<file path="src/rtl/pixel_state_ctrl_if.sv">
// Sensor-side and host-side signal bundle for the pixel sequencing controller.
// The controller owns the master modport; the sensor/host model owns the slave.
interface pixel_state_ctrl_if #(
    parameter int DW = 8
);
    // host control
    logic          start;
    logic          abort;
    logic [15:0]   expose_len;
    logic          busy;
    logic [DW-1:0] pixel_value;
    logic          valid;

    // sensor strobes and shared data bus
    logic          erase;
    logic          expose;
    logic          ramp;
    logic          read;
    logic [DW-1:0] data_out;
    logic          data_oe;
    logic [DW-1:0] data_in;

    modport master (
        input  start, abort, expose_len, data_in,
        output erase, expose, ramp, read, data_out, data_oe,
               busy, pixel_value, valid
    );

    modport slave (
        output start, abort, expose_len, data_in,
        input  erase, expose, ramp, read, data_out, data_oe,
               busy, pixel_value, valid
    );
endinterface

</file>
<file path="src/rtl/pixel_state_ctrl.sv">
// Frame sequencer for the pixel sensor: erase, expose, ramp conversion with a
// ramp-synchronous counter on the shared DATA bus, bus turnaround, readout.
//
//  state     | meaning
//  ----------+---------------------------------------------------------------
//  S_IDLE    | all strobes low, waiting for start
//  S_ERASE   | erase high for ERASE_CYCLES cycles
//  S_EXPOSE  | expose high for max(expose_len,1) cycles
//  S_CONVERT | controller drives DATA with the step count, ramp toggles
//  S_TURN    | one dead cycle so sensor and controller never fight on DATA
//  S_READ    | read high for READ_CYCLES cycles, capture DATA on the last one
module pixel_state_ctrl #(
    parameter int DW           = 8,
    parameter int ERASE_CYCLES = 5,
    parameter int READ_CYCLES  = 4
) (
    input  logic                  clk,
    input  logic                  reset,
    pixel_state_ctrl_if.master    bus
);

    typedef enum logic [2:0] {
        S_IDLE,
        S_ERASE,
        S_EXPOSE,
        S_CONVERT,
        S_TURN,
        S_READ
    } state_t;

    localparam logic [15:0]   ERASE_LOAD = 16'(ERASE_CYCLES - 1);
    localparam logic [15:0]   READ_LOAD  = 16'(READ_CYCLES - 1);
    localparam logic [15:0]   TIMER_ONE  = 16'd1;
    localparam logic [DW-1:0] CNT_ONE    = DW'(1);
    localparam logic [DW-1:0] CNT_MAX    = '1;

    state_t        state, next_state;
    logic [15:0]   timer, next_timer;
    logic [15:0]   e_len, next_e_len;
    logic          phase, next_phase;
    logic [DW-1:0] count, next_count;
    logic          erase_q, next_erase;
    logic          expose_q, next_expose;
    logic          read_q, next_read;
    logic          oe_q, next_oe;
    logic          busy_q, next_busy;
    logic [DW-1:0] pixel_q, next_pixel;
    logic          valid_q, next_valid;

    // Every output comes straight from a flop; ramp is the phase bit itself
    // and data_out is the step counter itself.
    assign bus.erase       = erase_q;
    assign bus.expose      = expose_q;
    assign bus.ramp        = phase;
    assign bus.read        = read_q;
    assign bus.data_out    = count;
    assign bus.data_oe     = oe_q;
    assign bus.busy        = busy_q;
    assign bus.pixel_value = pixel_q;
    assign bus.valid       = valid_q;

    // State and registered-output update; reset clears the captured code too.
    always_ff @(posedge clk) begin
        if (reset) begin
            state    <= S_IDLE;
            timer    <= '0;
            e_len    <= TIMER_ONE;
            phase    <= 1'b0;
            count    <= '0;
            erase_q  <= 1'b0;
            expose_q <= 1'b0;
            read_q   <= 1'b0;
            oe_q     <= 1'b0;
            busy_q   <= 1'b0;
            pixel_q  <= '0;
            valid_q  <= 1'b0;
        end else begin
            state    <= next_state;
            timer    <= next_timer;
            e_len    <= next_e_len;
            phase    <= next_phase;
            count    <= next_count;
            erase_q  <= next_erase;
            expose_q <= next_expose;
            read_q   <= next_read;
            oe_q     <= next_oe;
            busy_q   <= next_busy;
            pixel_q  <= next_pixel;
            valid_q  <= next_valid;
        end
    end

    // Next state plus the value each output takes in that next state.
    always_comb begin
        next_state  = state;
        next_timer  = timer;
        next_e_len  = e_len;
        next_phase  = 1'b0;
        next_count  = count;
        next_erase  = 1'b0;
        next_expose = 1'b0;
        next_read   = 1'b0;
        next_oe     = 1'b0;
        next_pixel  = pixel_q;
        next_valid  = 1'b0;

        case (state)
            S_IDLE: begin
                next_count = '0;
                if (bus.start && !bus.abort) begin
                    next_state = S_ERASE;
                    next_e_len = (bus.expose_len == 16'd0) ? TIMER_ONE : bus.expose_len;
                    next_timer = ERASE_LOAD;
                    next_erase = 1'b1;
                end
            end

            S_ERASE: begin
                if (timer == 16'd0) begin
                    next_state  = S_EXPOSE;
                    next_timer  = e_len - TIMER_ONE;
                    next_expose = 1'b1;
                end else begin
                    next_timer = timer - TIMER_ONE;
                    next_erase = 1'b1;
                end
            end

            S_EXPOSE: begin
                if (timer == 16'd0) begin
                    next_state = S_CONVERT;
                    next_count = '0;
                    next_oe    = 1'b1;
                end else begin
                    next_timer  = timer - TIMER_ONE;
                    next_expose = 1'b1;
                end
            end

            S_CONVERT: begin
                // Count advances only as ramp falls, so data_out is settled
                // well before each rising edge the sensor compares on.
                if (phase && (count == CNT_MAX)) begin
                    next_state = S_TURN;
                    next_count = '0;
                end else begin
                    next_oe    = 1'b1;
                    next_phase = ~phase;
                    next_count = phase ? (count + CNT_ONE) : count;
                end
            end

            S_TURN: begin
                next_state = S_READ;
                next_timer = READ_LOAD;
                next_read  = 1'b1;
            end

            S_READ: begin
                if (timer == 16'd0) begin
                    next_state = S_IDLE;
                    next_pixel = bus.data_in;
                    next_valid = 1'b1;
                end else begin
                    next_timer = timer - TIMER_ONE;
                    next_read  = 1'b1;
                end
            end

            default: begin
                next_state = S_IDLE;
            end
        endcase

        // Abort drops everything without touching the last captured code.
        if (bus.abort && (state != S_IDLE)) begin
            next_state  = S_IDLE;
            next_timer  = '0;
            next_phase  = 1'b0;
            next_count  = '0;
            next_erase  = 1'b0;
            next_expose = 1'b0;
            next_read   = 1'b0;
            next_oe     = 1'b0;
            next_pixel  = pixel_q;
            next_valid  = 1'b0;
        end
    end

    // busy is registered alongside the state it describes.
    always_comb begin
        next_busy = (next_state != S_IDLE);
    end

endmodule

</file>
<file path="src/flat_wrapper.sv">
// flat-port wrapper written by rule: the top's interface ports become plain ports
module pixel_state_ctrl_flat 
#(
    parameter int DW           = 8,
    parameter int ERASE_CYCLES = 5,
    parameter int READ_CYCLES  = 4
)
  (clk, reset, bus_start, bus_abort, bus_expose_len, bus_data_in, bus_erase, bus_expose, bus_ramp, bus_read, bus_data_out, bus_data_oe, bus_busy, bus_pixel_value, bus_valid);
  pixel_state_ctrl_if #(.DW(DW)) bus_i ();
  input  logic clk;
  input  logic reset;
  input wire logic [$bits(bus_i.start)-1:0] bus_start;
  input wire logic [$bits(bus_i.abort)-1:0] bus_abort;
  input wire logic [$bits(bus_i.expose_len)-1:0] bus_expose_len;
  input wire logic [$bits(bus_i.data_in)-1:0] bus_data_in;
  output wire logic [$bits(bus_i.erase)-1:0] bus_erase;
  output wire logic [$bits(bus_i.expose)-1:0] bus_expose;
  output wire logic [$bits(bus_i.ramp)-1:0] bus_ramp;
  output wire logic [$bits(bus_i.read)-1:0] bus_read;
  output wire logic [$bits(bus_i.data_out)-1:0] bus_data_out;
  output wire logic [$bits(bus_i.data_oe)-1:0] bus_data_oe;
  output wire logic [$bits(bus_i.busy)-1:0] bus_busy;
  output wire logic [$bits(bus_i.pixel_value)-1:0] bus_pixel_value;
  output wire logic [$bits(bus_i.valid)-1:0] bus_valid;
  assign bus_i.start = bus_start;
  assign bus_i.abort = bus_abort;
  assign bus_i.expose_len = bus_expose_len;
  assign bus_i.data_in = bus_data_in;
  assign bus_erase = bus_i.erase;
  assign bus_expose = bus_i.expose;
  assign bus_ramp = bus_i.ramp;
  assign bus_read = bus_i.read;
  assign bus_data_out = bus_i.data_out;
  assign bus_data_oe = bus_i.data_oe;
  assign bus_busy = bus_i.busy;
  assign bus_pixel_value = bus_i.pixel_value;
  assign bus_valid = bus_i.valid;
  pixel_state_ctrl #(.DW(DW), .ERASE_CYCLES(ERASE_CYCLES), .READ_CYCLES(READ_CYCLES)) u_core (.clk(clk), .reset(reset), .bus(bus_i));
endmodule
</file>
<file path="config.mk">
export PLATFORM = sky130hd
export DESIGN_NAME = pixel_state_ctrl_flat
export DESIGN_NICKNAME = d
export VERILOG_FILES = /design/src/rtl/pixel_state_ctrl_if.sv /design/src/rtl/pixel_state_ctrl.sv /design/src/flat_wrapper.sv
export SDC_FILE = /design/constraint.sdc
export NUM_CORES = 1
export LEC_CHECK = 0
export ABC_AREA = 1
export BUFFER_PORTS_ARGS = -buffer_cell sky130_fd_sc_hd__buf_4
export CAP_MARGIN = 0
export CORE_ASPECT_RATIO = 0.8
export CORE_MARGIN = 1
export CORE_UTILIZATION = 56
export DETAILED_ROUTE_END_ITERATION = 10
export HOLD_SLACK_MARGIN = 0.02
export PLACE_DENSITY = 0.84
export SYNTH_ARGS = -nofsm -noshare
export SYNTH_HDL_FRONTEND = slang
export SYNTH_SLANG_ARGS = --single-unit
</file>
<file path="constraint.sdc">
create_clock -name clk -period 2.17 [get_ports clk]
set_input_delay 0.434 -clock clk [delete_from_list [all_inputs] [get_ports clk]]
set_output_delay 0.434 -clock clk [all_outputs]
set_load 0.01 [all_outputs]
</file>
* After elaboration in Yosys (flattened, before gate mapping) *
Cells that the tools add are included.

cells by class
  $add $sub $neg = 3
  equality and inequality tests = 10
  mux-type cells = 24
  bitwise operators = 4
  reductions and logical operators = 19

operator list
  cell                   count
  $mux 16                4
  $pmux 16 s4            1
  $logic_not 16->1       2
  $sub 16x1->16 const B  2
  $mux 8                 3
  $pmux 8 s3             1
  $mux 3                 6
  $pmux 3 s6             1
  $reduce_and 3->1       3
  $reduce_bool 3->1      3
  $add 8x1->8 const B    1
  $eq 8x8->1 const B     1
  $pmux 1 s2             4
  $eq 3x2->1 const B     2
  $eq 3x3->1 const B     2
  $mux 1                 4
  $ne 2x1->1 const B     2
  $not 1->1              4
  $reduce_bool 4->1      1
  $reduce_or 2->1        2
  $reduce_or 4->1        1
  $eq 3x1->1 const B     1
  $logic_and 1x1->1      3
  $logic_not 3->1        1
  5 further kinds        5

storage, ports and cells
  flip-flop bits (word level) = 58
  bits of input ports = 28
  output and inout bits = 23
  logic and storage cells = 72

* Longest topological paths before layout *
  depth in word-level cells = 6
  mapped depth = 12
  gate-level depth less buffers = 12

* Worst setup path after synthesis *
No wires, ideal clock.

  path type = register -> register
  start point = register u_core.count[1] (netlist: u_core.bus.data_out[1])
  end point = register u_core.count[5] (netlist: u_core.bus.data_out[5])
  library setup time = 0.113 ns
  arrival = 1.479 ns
  required time = 2.057 ns
  setup slack = 0.578 ns
  stages on the path, launching flop included = 13
  buffers on the path = 0
  clock period less this slack = 1.592 ns
  cells stage by stage = dfxtp_1 ha_1 nand2_1 inv_1 nand2_1 nor2_1 nand4_1 nand2_1 inv_1 o21ai_1 inv_1 nand2_1 nor2_1

on the way
  longest elaborated chain between the ends = 4
  elaborated cells between the ends (all ways) = 8
  classes of those cells = add/sub: 1; eq/ne: 2; mux: 3; reduce/logical: 2

RTL lines
  element                                                RTL line                                          text
  start: declaration                                     pixel_state_ctrl.sv:41                            logic [DW-1:0] count, next_count;
  start signal: assignment                               pixel_state_ctrl.sv:82                            count <= next_count;
  $add 8x1->8 / $eq 8x8->1 (equally long branches)       pixel_state_ctrl.sv:149, pixel_state_ctrl.sv:143
  $mux 8 / $logic_and 1x1->1 (equally long branches)     pixel_state_ctrl.sv:149, pixel_state_ctrl.sv:143
  $mux 8 / $ne 3x1->1 (equally long branches)            -
  $pmux 8 s3 / $reduce_and 3->1 (equally long branches)  -

Parallel ways exist; a longest one is shown, timed or not. The select of a mux whose other input is x is not followed.
A chain may end at the register's enable or synchronous reset.

* Final worst setup path *
Ends and elaborated chain as after synthesis.

==> impl_metrics.csv <==
group,metric,value,unit
outcome,status,"finished, final reports clean",
power_and_ir_drop,peakVddDrop,0.792,mV
floorplanning,initial_core_util,0.581,
sta,tightestPinTransition,0.610,ns
logic_synthesis,ys_ff_latch,58,
drt,via_per_inst,5.21,
critical_path,start_kind,"register",
clock_tree,numCtsBuffers,9,
logic_synthesis,async_flop_share,0,
logic_synthesis,synth_most_common_cell,"nand2_1",
finish,fin_cells,610,
power_and_ir_drop,swShare,0.446,
logic_synthesis,synth_adder_area_share,0.0159,
sta,setup_viol,0,
floorplanning,num_rows,24,
logic_synthesis,yosysWarnings,0,
sta,fmax,529,MHz
critical_path,r2r_end,"u_core.bus.data_out[5]$_SDFFE_PP0P_",
drt,drc,0,
placement,place_hpwl,5590,um
power_and_ir_drop,combPwrFrac,0.496,
worst_hold_path,hp-start,"bus_expose_len[11]",
critical_path,endpoint_kind,"register",
clock_tree,cts_setup_buffers,0,
finish,area_delta_synth_final,20.9,%
critical_path,rrSetupSlack,0.28,ns
sta,slew_viol_final,0,
clock_tree,numClockSinks,58,
placement,gp_congestion,0.907,
worst_hold_path,hold_end,"u_core.e_len[11]$_SDFFE_PP0P_",
power_and_ir_drop,pwr-share-seq,0.286,
global_routing,grt_usage,0.277,
worst_hold_path,holdPathStages,3,
floorplanning,die_y,69.1,um
clock_tree,clk_pin_slew,0.06,ns
logic_synthesis,syn_area_per_cell,6.67,sq um
run,max-cap-violations,0,
logic_synthesis,synth-compound-area-share,0.150,
finish,fill_cells,462,
clock_tree,clkLatencyLatePin,0.35,ns
power_and_ir_drop,power_frac_clock,0.218,
placement,io_buffer_count,50,
drt,wl_per_cell,12.6,um
finish,drive_above_1_share,0.173,
global_routing,grt-ovfl-total,0,
logic_synthesis,synthTopCellsByCount,"nand2_1 (114), nor2_1 (63), dfxtp_1 (58)",
finish,post-route-util,0.702,
finish,regArea,1160,sq um
power_and_ir_drop,leakage,1.84,nW
sta,hold_viol_final,0,
clock_tree,ctsResizeCount,0,
drt,vias,3180,
clock_tree,cts_tree,"yes",
logic_synthesis,yosysTopAreaCell,"dfxtp_1",
power_and_ir_drop,post-layout-total-power,4.75,mW
logic_synthesis,muxShareOfSynthArea,0,
sta,finClkSkew,0.00812,ns
sta,fin_crit_sh,0.871,
worst_hold_path,hold_path_class,"input port to register",
sta,final.setup.tns,0,ns
clock_tree,cts_max_path_buffers,2,
logic_synthesis,ys_dominant_reg_cell,"dfxtp_1",
power_and_ir_drop,internal_power,2.63,mW
power_and_ir_drop,switchingPower,2.12,mW
logic_synthesis,synth_nets,505,
critical_path,required,2.42,ns
sta,worst_slack,0.280,ns
power_and_ir_drop,power_density,1250,nW/um^2
drt,drt-total-wl,7680,um
floorplanning,io-pin-count,51,
drt,first_pass_iters,5,
logic_synthesis,ys_types,34,
global_routing,grt_max_degree,24,
drt,initialDrtViolationCount,261,
floorplanning,core_region_area,5440,sq um
floorplanning,dieArea,5940,sq um
clock_tree,h-tree-depth,3,
finish,final_nets,560,
logic_synthesis,synthXorXnorAreaFrac,0.0611,
clock_tree,holdBufCountCts,0,
clock_tree,root_buffer,"clkbuf_8",
logic_synthesis,synthTopCellsByArea,"dfxtp_1 (37%), nand2_1 (14%), nor2_1 (7.5%)",
critical_path,reg2reg_from,"u_core.bus.data_out[1]$_SDFFE_PP0P_",
logic_synthesis,yosysTopAreaCellShare,0.368,
critical_path,r2r.worst_path.cells,12,
sta,relSlewSlack,0.590,
drt,ant_nets,0,
logic_synthesis,syn_area,3160,sq um
logic_synthesis,yosys.area_share.simple,0.317,
logic_synthesis,netlist_instances,473,
logic_synthesis,synth_edf_count,0,
critical_path,path_max_fanout,4,
logic_synthesis,ys_seq_area_frac,0.368,
placement,place_inst,595,
sta,grt_setup_unrepaired,"no",
placement,place_ws,0.335,ns
floorplanning,fp.dieW,85.9,um
global_routing,grt_pass1_wl,13000,um
global_routing,antenna_found_initial,0,
sta,min_period,1.89,ns
critical_path,crit_type,"register to register",
finish,num_antenna_cells,0,
finish,multiInputGateArea,1720,sq um
critical_path,critPathArrivalTime,2.14,ns
global_routing,grt_pass1_vias,2969,
logic_synthesis,synth_top_family_by_area,"simple AND/OR/NAND/NOR gates",
==> routing by layer <==
metal | vias to the layer above | global-route usage | routed length (um)
met3 | 15 | 0.0623 | 441
met5 | - | 0 | 0
met4 | 0 | 0.113 | 138
li1 | 1629 | - | -
met1 | 1446 | 0.375 | 3670
met2 | 90 | 0.425 | 3430
==> per-stage QoR <==
| stage | area (sq um) | hold slack [ns] |
|---|---|---|
| after floorplan | 3160 | 0.458 |
| after global placement | 3610 | 0.434 |
| after detailed placement | 3610 | 0.439 |
| after CTS | 3810 | 0.330 |
| after global routing | 3810 | 0.341 |
| final | 3810 | 0.331 |
==> layout by cell type, fill, tap and decap left out, types with 2 or more instances in the layout <==
cell type and instances:
nand3_2 4, nor3_1 6, inv_1 54, a21oi_1 44
clkbuf_8 12, nand2_1 114, o21ai_0 29, nor4_1 2
xnor2_1 6, buf_4 55, ha_1 4, xor2_1 16
nor2_1 63, o22ai_1 6, dfxtp_1 58, o21ai_1 2
inv_2 5, nand2_2 4, nand4_1 9, nor3_2 3
nand3_1 19, nor2_2 3
==> registers in the layout (all words and copies together), names as in the netlist <==
name	cells
u_core.timer	16
u_core.bus.pixel_value	8
u_core.bus.busy	1
u_core.bus.ramp	1
u_core.bus.read	1
u_core.e_len	16
u_core.state	3
u_core.bus.erase	1
u_core.bus.expose	1
u_core.bus.valid	1
u_core.bus.data_oe	1
u_core.bus.data_out	8
==> critical path, stage by stage, from the launching register on <==
cell and delay (ns):
dfxtp_1 0.38, ha_1 0.19, nand2_1 0.09, inv_1 0.06
nand2_1 0.08, nor2_1 0.13, nand4_1 0.16, nand2_1 0.12
inv_1 0.09, o21ai_1 0.30, inv_1 0.09, nand2_1 0.07
nor2_1 0.03
==> area by class of cell <==
class                           instances  share of cell area
Sequential cell                        58               0.304
Clock inverter                          2             0.00919
Inverter                               59              0.0581
Multi-Input combinational cell        345               0.450
Tap cell                               78              0.0256
Timing Repair Buffer                   55               0.108
Clock buffer                           13              0.0443
==> how the worst max path moves through the flow <==
stage                                                     end  cells after the start                                 from  slack, ns
final                     u_core.bus.data_out[5]$_SDFFE_PP0P_                     12  u_core.bus.data_out[1]$_SDFFE_PP0P_       0.28
after global routing      u_core.bus.data_out[5]$_SDFFE_PP0P_                     12  u_core.bus.data_out[1]$_SDFFE_PP0P_       0.06
after CTS                 u_core.bus.data_out[5]$_SDFFE_PP0P_                     12  u_core.bus.data_out[1]$_SDFFE_PP0P_       0.30
after detailed placement  u_core.bus.data_out[5]$_SDFFE_PP0P_                     12  u_core.bus.data_out[1]$_SDFFE_PP0P_       0.34
after global placement    u_core.bus.data_out[5]$_SDFFE_PP0P_                     12  u_core.bus.data_out[1]$_SDFFE_PP0P_       0.36
after floorplan           u_core.bus.data_out[5]$_SDFFE_PP0P_                     12  u_core.bus.data_out[1]$_SDFFE_PP0P_       0.58
==> cell families (layout without fill, tap and decap cells) <==
logic type,after synthesis,in the layout
DFF,58,58
buffers and inverters,70,129
and+or+nand+nor,230,230
xor gates and xnor gates,22,22
adders and majority gates,4,4
AOI/OAI and AO/OA,89,89
==> power by group through the flow <==
stage               Clock (mW)  Combinational [mW]  Sequential, mW
finish                    1.04                2.36            1.36
global route              1.09                2.62            1.38
CTS                       1.04                2.31            1.36
detailed placement           0                2.28            1.38
global placement             0                2.24            1.37
floorplan                    0                1.78            1.35
(Power assumes the default switching activity.)
